==> config.mk <==
export PLATFORM = sky130hd
export DESIGN_NAME = digit_entry_flat
export DESIGN_NICKNAME = d
export VERILOG_FILES = /design/src/rtl/digit_entry_if.sv /design/src/rtl/digit_entry.sv /design/src/flat_wrapper.sv
export SDC_FILE = /design/constraint.sdc
export NUM_CORES = 1
export LEC_CHECK = 0
export CAP_MARGIN = 30
export CORE_MARGIN = 1
export CORE_UTILIZATION = 49
export CTS_CLUSTER_SIZE = 25
export DETAILED_ROUTE_END_ITERATION = 16
export GPL_ROUTABILITY_DRIVEN = 1
export PLACE_DENSITY = 0.73
export SLEW_MARGIN = 20
export SYNTH_ARGS = -nofsm -noshare
export SYNTH_HDL_FRONTEND = slang
export SYNTH_SLANG_ARGS = --single-unit
==> constraint.sdc <==
create_clock -name CLK -period 2.9 [get_ports CLK]
set_clock_uncertainty 0.05 [all_clocks]
set_input_delay 0.29 -clock CLK [delete_from_list [all_inputs] [get_ports CLK]]
set_output_delay 0.29 -clock CLK [all_outputs]
set_load 0.03 [all_outputs]
==> src/rtl/digit_entry_if.sv <==
// Digit-entry signal bundle: raw button/switch inputs and the conditioned outputs.
// Signals: btn_n, sw (raw inputs); pword, pword_enter, digit_count, entry_abort (outputs).
interface digit_entry_if;
    logic       btn_n;
    logic [3:0] sw;
    logic [3:0] pword;
    logic       pword_enter;
    logic [1:0] digit_count;
    logic       entry_abort;

    modport master (
        output btn_n,
        output sw,
        input  pword,
        input  pword_enter,
        input  digit_count,
        input  entry_abort
    );

    modport slave (
        input  btn_n,
        input  sw,
        output pword,
        output pword_enter,
        output digit_count,
        output entry_abort
    );
endinterface

==> src/rtl/digit_entry.sv <==
// Digit-entry front end: synchronizes and debounces an active-low push
// button and turns each debounced press into a one-cycle active-low strobe
// carrying the digit on the switch bank.
//
// Ports:
//   CLK  - system clock, rising edge
//   RST  - synchronous reset, active-high
//   bus  - digit_entry_if.slave
//          btn_n       in  raw active-low button (asynchronous, bouncy)
//          sw          in  raw digit switches (sampled only at acceptance)
//          pword       out digit captured at the last accepted press
//          pword_enter out active-low one-cycle enter strobe
//          digit_count out digits accepted in the current entry, modulo 4
//          entry_abort out one-cycle pulse when a partial entry is dropped
//
// Optional feature macro: ENTRY_TIMEOUT_EN
//   When defined, a partial entry (digit_count != 0) left idle for
//   TIMEOUT_CYCLES cycles is discarded and entry_abort pulses.
module digit_entry #(
    parameter int DEBOUNCE_CYCLES = 4,
    parameter int TIMEOUT_CYCLES  = 64
) (
    input  logic          CLK,
    input  logic          RST,
    digit_entry_if.slave  bus
);

    localparam logic [7:0] DB_LAST = 8'(DEBOUNCE_CYCLES - 1);

    if (DEBOUNCE_CYCLES < 2 || DEBOUNCE_CYCLES > 255) begin : g_bad_db
        $error("digit_entry: DEBOUNCE_CYCLES out of range 2..255");
    end

    if (TIMEOUT_CYCLES < 2 || TIMEOUT_CYCLES > 65535) begin : g_bad_to
        $error("digit_entry: TIMEOUT_CYCLES out of range 2..65535");
    end

    // Two-flop synchronizer for the asynchronous button
    logic s1_q;
    logic s2_q;

    // Debounced button level (1 = released) and its stability counter
    logic       db_q,     db_d;
    logic [7:0] db_cnt_q, db_cnt_d;

    // Output registers
    logic [3:0] pword_q,   pword_d;
    logic       enter_n_q, enter_n_d;
    logic [1:0] count_q,   count_d;
    logic       abort_q,   abort_d;

    logic press;

    always_ff @(posedge CLK) begin
        if (RST) begin
            s1_q <= 1'b1;
            s2_q <= 1'b1;
        end else begin
            s1_q <= bus.btn_n;
            s2_q <= s1_q;
        end
    end

    // Debounce: the synchronized level must disagree with the debounced
    // level for DEBOUNCE_CYCLES consecutive edges before it is adopted.
    always_comb begin
        db_d     = db_q;
        db_cnt_d = db_cnt_q;
        if (s2_q == db_q) begin
            db_cnt_d = '0;
        end else if (db_cnt_q == DB_LAST) begin
            db_d     = s2_q;
            db_cnt_d = '0;
        end else begin
            db_cnt_d = db_cnt_q + 8'd1;
        end
    end

    // A press is accepted on the same edge the debounced level falls,
    // so the strobe and captured digit appear one edge earlier than a
    // registered-edge detector would give.
    assign press = db_q & ~db_d;

`ifdef ENTRY_TIMEOUT_EN
    localparam logic [15:0] TO_LAST = 16'(TIMEOUT_CYCLES - 1);

    logic [15:0] to_cnt_q, to_cnt_d;

    always_comb begin
        enter_n_d = ~press;
        pword_d   = press ? bus.sw : pword_q;
        count_d   = press ? count_q + 2'd1 : count_q;
        abort_d   = 1'b0;
        to_cnt_d  = to_cnt_q;
        // A press on the timeout edge takes priority over the abort.
        if (press) begin
            to_cnt_d = '0;
        end else if (count_q == 2'd0) begin
            to_cnt_d = '0;
        end else if (to_cnt_q == TO_LAST) begin
            abort_d  = 1'b1;
            count_d  = 2'd0;
            to_cnt_d = '0;
        end else begin
            to_cnt_d = to_cnt_q + 16'd1;
        end
    end

    always_ff @(posedge CLK) begin
        if (RST) begin
            to_cnt_q <= '0;
        end else begin
            to_cnt_q <= to_cnt_d;
        end
    end
`else
    always_comb begin
        enter_n_d = ~press;
        pword_d   = press ? bus.sw : pword_q;
        count_d   = press ? count_q + 2'd1 : count_q;
        abort_d   = 1'b0;
    end
`endif

    always_ff @(posedge CLK) begin
        if (RST) begin
            db_q      <= 1'b1;
            db_cnt_q  <= '0;
            pword_q   <= 4'h0;
            enter_n_q <= 1'b1;
            count_q   <= 2'd0;
            abort_q   <= 1'b0;
        end else begin
            db_q      <= db_d;
            db_cnt_q  <= db_cnt_d;
            pword_q   <= pword_d;
            enter_n_q <= enter_n_d;
            count_q   <= count_d;
            abort_q   <= abort_d;
        end
    end

    assign bus.pword       = pword_q;
    assign bus.pword_enter = enter_n_q;
    assign bus.digit_count = count_q;
    assign bus.entry_abort = abort_q;

endmodule
==> src/flat_wrapper.sv <==
// flat-port wrapper written by rule: the top's interface ports become plain ports
module digit_entry_flat 
#(
    parameter int DEBOUNCE_CYCLES = 4,
    parameter int TIMEOUT_CYCLES  = 64
)
  (CLK, RST, bus_btn_n, bus_sw, bus_pword, bus_pword_enter, bus_digit_count, bus_entry_abort);
  digit_entry_if bus_i ();
  input  logic CLK;
  input  logic RST;
  input wire logic [$bits(bus_i.btn_n)-1:0] bus_btn_n;
  input wire logic [$bits(bus_i.sw)-1:0] bus_sw;
  output wire logic [$bits(bus_i.pword)-1:0] bus_pword;
  output wire logic [$bits(bus_i.pword_enter)-1:0] bus_pword_enter;
  output wire logic [$bits(bus_i.digit_count)-1:0] bus_digit_count;
  output wire logic [$bits(bus_i.entry_abort)-1:0] bus_entry_abort;
  assign bus_i.btn_n = bus_btn_n;
  assign bus_i.sw = bus_sw;
  assign bus_pword = bus_i.pword;
  assign bus_pword_enter = bus_i.pword_enter;
  assign bus_digit_count = bus_i.digit_count;
  assign bus_entry_abort = bus_i.entry_abort;
  digit_entry #(.DEBOUNCE_CYCLES(DEBOUNCE_CYCLES), .TIMEOUT_CYCLES(TIMEOUT_CYCLES)) u_core (.CLK(CLK), .RST(RST), .bus(bus_i));
endmodule
==> summary.md <==
| Metric | Value |
|---|---|
| Status | completed |
| Post-CTS Resized | 0 |
| Arrival @ worst endpoint | about 2.3 ns |
| Minimum clock period | approximately 2.1 ns |
| Register-to-register setup slack | between 0.7 and 0.8 ns |
| Fmax | between 400 and 500 MHz |
| Detailed placement HPWL | a little under 1 mm |
| Ys async rst share | 0 |
| Standby leakage power | around 0.32 nW |
| Global-route wire length before repair | roughly 2.1 mm |
| Min-Delay Startpoint | u_core.s1_q |
| Via count of the routed design | roughly 590 |
| Relative slew slack | 0.6680 |
| X dimension of the die | about 42 µm |
| Number of input and output port buffers inserted | 13 |
| Average detailed-routed wire length per instance | about 12 µm |
| Routability congestion estimate from global placement | just under 0.8 |
| Max-slew violation total from the final report | 0 |
| Pin count of the biggest net entering global routing | 18 |
| Number of buffers inserted by post-CTS setup repair | 0 |
| Total routing resource utilization after global routing | 0.1625 |
| Number of maximum-capacitance violations | 0 |
| Dominant cells by area after synthesis | sky130_fd_sc_hd__dfxtp_1 (46%), sky130_fd_sc_hd__nand2b_1 (7.1%), sky130_fd_sc_hd__mux2i_1 (5.1%) |
| Clock Path Buffers | 2 |
| Logic pwr share | 0.049 |
| Total power per unit cell area | approximately 420 mW/mm² |
| Kind of capture point of the worst setup path | flip-flop |
| Number of nets still failing antenna checks after routing | 0 |
| Die Height | about 42 µm |
| Share of layout cells above drive strength 1 | 0.07447 |
| Synthesized area | a little under 800 µm² |
| CORE AREA | 0.001506 mm² |
| Ratio of final minimum period to clock period | 0.7381 |
| Post-DR vias/cell | 5.327 |
| Clk sink count | 18 |
| Total die area | ~0.0018 mm² |
| Setup repair after global routing missed its margin | no |
| Number of global-route vias before repair | 511 |
| Number of fillers in the final layout | between 100 and 150 |
| Hold Violations, Final | 0 |
| Critical path class | reg2reg |
| Number of warnings issued by yosys | 0 |
| Antenna fix cells | 0 |
| FF-to-FF path depth | 4 |
| Startpoint of the lowest-slack register-to-register path | u_core.db_cnt_q[0] |
| Net Count, Synth | just under 90 |
| Total clock buffers created by CTS | 3 |
| Critical path startpoint category | flip-flop |
| Number of H-tree branching levels | 1 |
| Post-synth top area cell | sky130_fd_sc_hd__dfxtp_1 |
| Maximum fanout along the worst path | 6 |
| Sequential element share of the synthesized area | 0.4557 |
| # setup viols final | 0 |
| Hold path endpoint | u_core.s2_q |
| Length of the first detailed-routing pass in iterations | 4 |
| Class of the tightest hold or removal check | reg2reg |
| Least-Margin Pin Slew | approximately 0.50 ns |
| Largest vdd supply drop | ~0.25 mV |
| Number of cells on the worst hold path | 1 |
| Post-synthesis average cell area | a little under 10 µm² |
| P_int | 0.3086 mW |
| Data required time at the worst endpoint | a little over 3 ns |
| P_sw | just over 0.08 mW |
| CTS tree | done |
| Skew-Pair Late Insertion Delay | just under 0.3 ns |
| Clock-pin slew of the registers on the worst-case setup and hold paths | ~0.10 ns |
| Antenna violations before repair | 0 |
| Sw Ratio | 0.2103 |
| Starting DRC count in detailed routing | 12 |
| Total power draw | 0.3908 mW |
| Top-count cell post-synth | sky130_fd_sc_hd__dfxtp_1 |
| Number of placed instances with taps included | 107 |
| I/O pin total | 15 |
| Part of the total power dissipated in sequential elements | 0.641 |
| Post-Route WL | roughly 1.3 mm |
| Endpoint of the worst register-to-register path | u_core.bus.digit_count[0] |
| Distinct cell type count of the synthesized netlist | 31 |
| List of most frequent post-synthesis cells | sky130_fd_sc_hd__dfxtp_1 (18), sky130_fd_sc_hd__nand2b_1 (9), sky130_fd_sc_hd__nor2_1 (7) |
| Synth Instances | 81 |
| Root Buffer Master | sky130_fd_sc_hd__clkbuf_4 |
| #FFs+latches synth | 18 |
| Post-synth top area share | 0.4557 |
| Dominant register cell in the synthesized netlist | sky130_fd_sc_hd__dfxtp_1 |
| EDFF count, synth | 0 |
| Standard-cell row count | 14 |
| Net count, final | between 100 and 150 |
| Count of unresolved DRC violations after routing | 0 |
| Residual overflow from global routing | 0 |
| Final non-filler cell total | 110 |
| Relative area change from synthesis to final layout | 18.99% |
| Final-layout setup total negative slack | 0 ns |
| Effective utilization at floorplan | 0.5249 |
| Share of total power in the clock network | 0.311 |
| Count of hold-fix buffers inserted at cts | 0 |
[stage by stage]
step	worst slack, ns	util	hold WS (ns)	area (µm²)
2_1_floorplan	0.8817	-	0.3332	790.8
3_3_place_gp	0.8083	0.6096	0.3413	918.4
3_5_place_dp	0.7580	0.6096	0.3541	918.4
4_1_cts	0.7495	0.6246	0.3762	940.9
5_1_grt	0.6737	0.6246	0.3971	940.9
6_report	0.7594	0.6246	0.3688	940.9
[worst max path at each step]
| stage | cells after the start | slack (ns) | from | to |
|---|---|---|---|---|
| after floorplan | 4 | 0.88 | u_core.db_cnt_q[0] | u_core.bus.digit_count[0] |
| after global placement | 4 | 0.81 | u_core.db_cnt_q[0] | u_core.bus.digit_count[0] |
| after detailed placement | 4 | 0.76 | u_core.db_cnt_q[0] | u_core.bus.digit_count[0] |
| after CTS | 4 | 0.75 | u_core.db_cnt_q[0] | u_core.bus.digit_count[0] |
| after global routing | 4 | 0.67 | u_core.db_cnt_q[0] | u_core.bus.digit_count[0] |
| final | 4 | 0.76 | u_core.db_cnt_q[0] | u_core.bus.digit_count[0] |
[registers in the layout, indices dropped and copies added, names as in the netlist]
signal and cells:
u_core.bus.pword_enter 1, u_core.s2_q 1, u_core.s1_q 1, u_core.db_cnt_q 8
u_core.db_q 1, u_core.bus.digit_count 2, u_core.bus.pword 4
[power by group through the flow]
stage / clock network, mW / logic (mW) / registers [mW]
6_report: 0.121 / 0.0191 / 0.250
5_1_grt: 0.133 / 0.0214 / 0.251
4_1_cts: 0.124 / 0.0194 / 0.250
3_5_place_dp: 0 / 0.0194 / 0.256
3_3_place_gp: 0 / 0.0188 / 0.256
2_1_floorplan: 0 / 0.0104 / 0.256
[critical path: stages (launching register included)]
cell and delay (ns):
sky130_fd_sc_hd__dfxtp_1 0.40, sky130_fd_sc_hd__ha_1 0.26, sky130_fd_sc_hd__or3b_2 0.53, sky130_fd_sc_hd__nor4b_4 0.47
sky130_fd_sc_hd__mux2_4 0.34
[cell families (layout without fill, tap and decap cells)]
| group | Yosys count | in the layout | synth area share |
|---|---|---|---|
| other | 1 | 1 | 0.004742 |
| flip-flops | 18 | 18 | 0.4557 |
| AND/OR/NAND/NOR | 38 | 38 | 0.3022 |
| adder cells (fa/ha/maj) | 1 | 1 | 0.01582 |
| XOR/XNOR | 4 | 4 | 0.04431 |
| buffers and inverters | 5 | 18 | 0.03798 |
| multiplexers | 6 | 6 | 0.08386 |
| AO/OA/AOI/OAI | 8 | 8 | 0.05536 |
[layout by cell type (no fill, tap or decap), types with 2 or more instances in the layout]
cell,n
sky130_fd_sc_hd__nand3b_1,2
sky130_fd_sc_hd__mux2i_1,4
sky130_fd_sc_hd__or3_1,3
sky130_fd_sc_hd__or2_1,2
sky130_fd_sc_hd__a21oi_1,3
sky130_fd_sc_hd__clkdlybuf4s50_1,13
sky130_fd_sc_hd__nand3_1,5
sky130_fd_sc_hd__xor2_1,2
sky130_fd_sc_hd__nor2b_1,2
sky130_fd_sc_hd__nor2_1,7
sky130_fd_sc_hd__o21ai_0,3
sky130_fd_sc_hd__nand2b_1,9
sky130_fd_sc_hd__clkbuf_4,3
sky130_fd_sc_hd__inv_1,2
sky130_fd_sc_hd__dfxtp_1,18
sky130_fd_sc_hd__xnor2_1,2
[layout make-up]
cell class	count	area (µm²)	area share
repair buffers	13	130.1	0.1383
inverters	2	7.507	0.007979
clock buffers	3	22.52	0.02394
multi-input cells	58	400.4	0.4255
flip-flops and latches	18	360.3	0.3830
well taps	16	20.02	0.02128
[per-layer routing]
layer | part of all wire | track usage
met4 | 0.020 | 0.1125
met1 | 0.48 | 0.1907
met3 | 0.032 | 0.05172
met2 | 0.46 | 0.2492
met5 | 0 | 0
No activity file was read; power rests on OpenSTA's default activity.
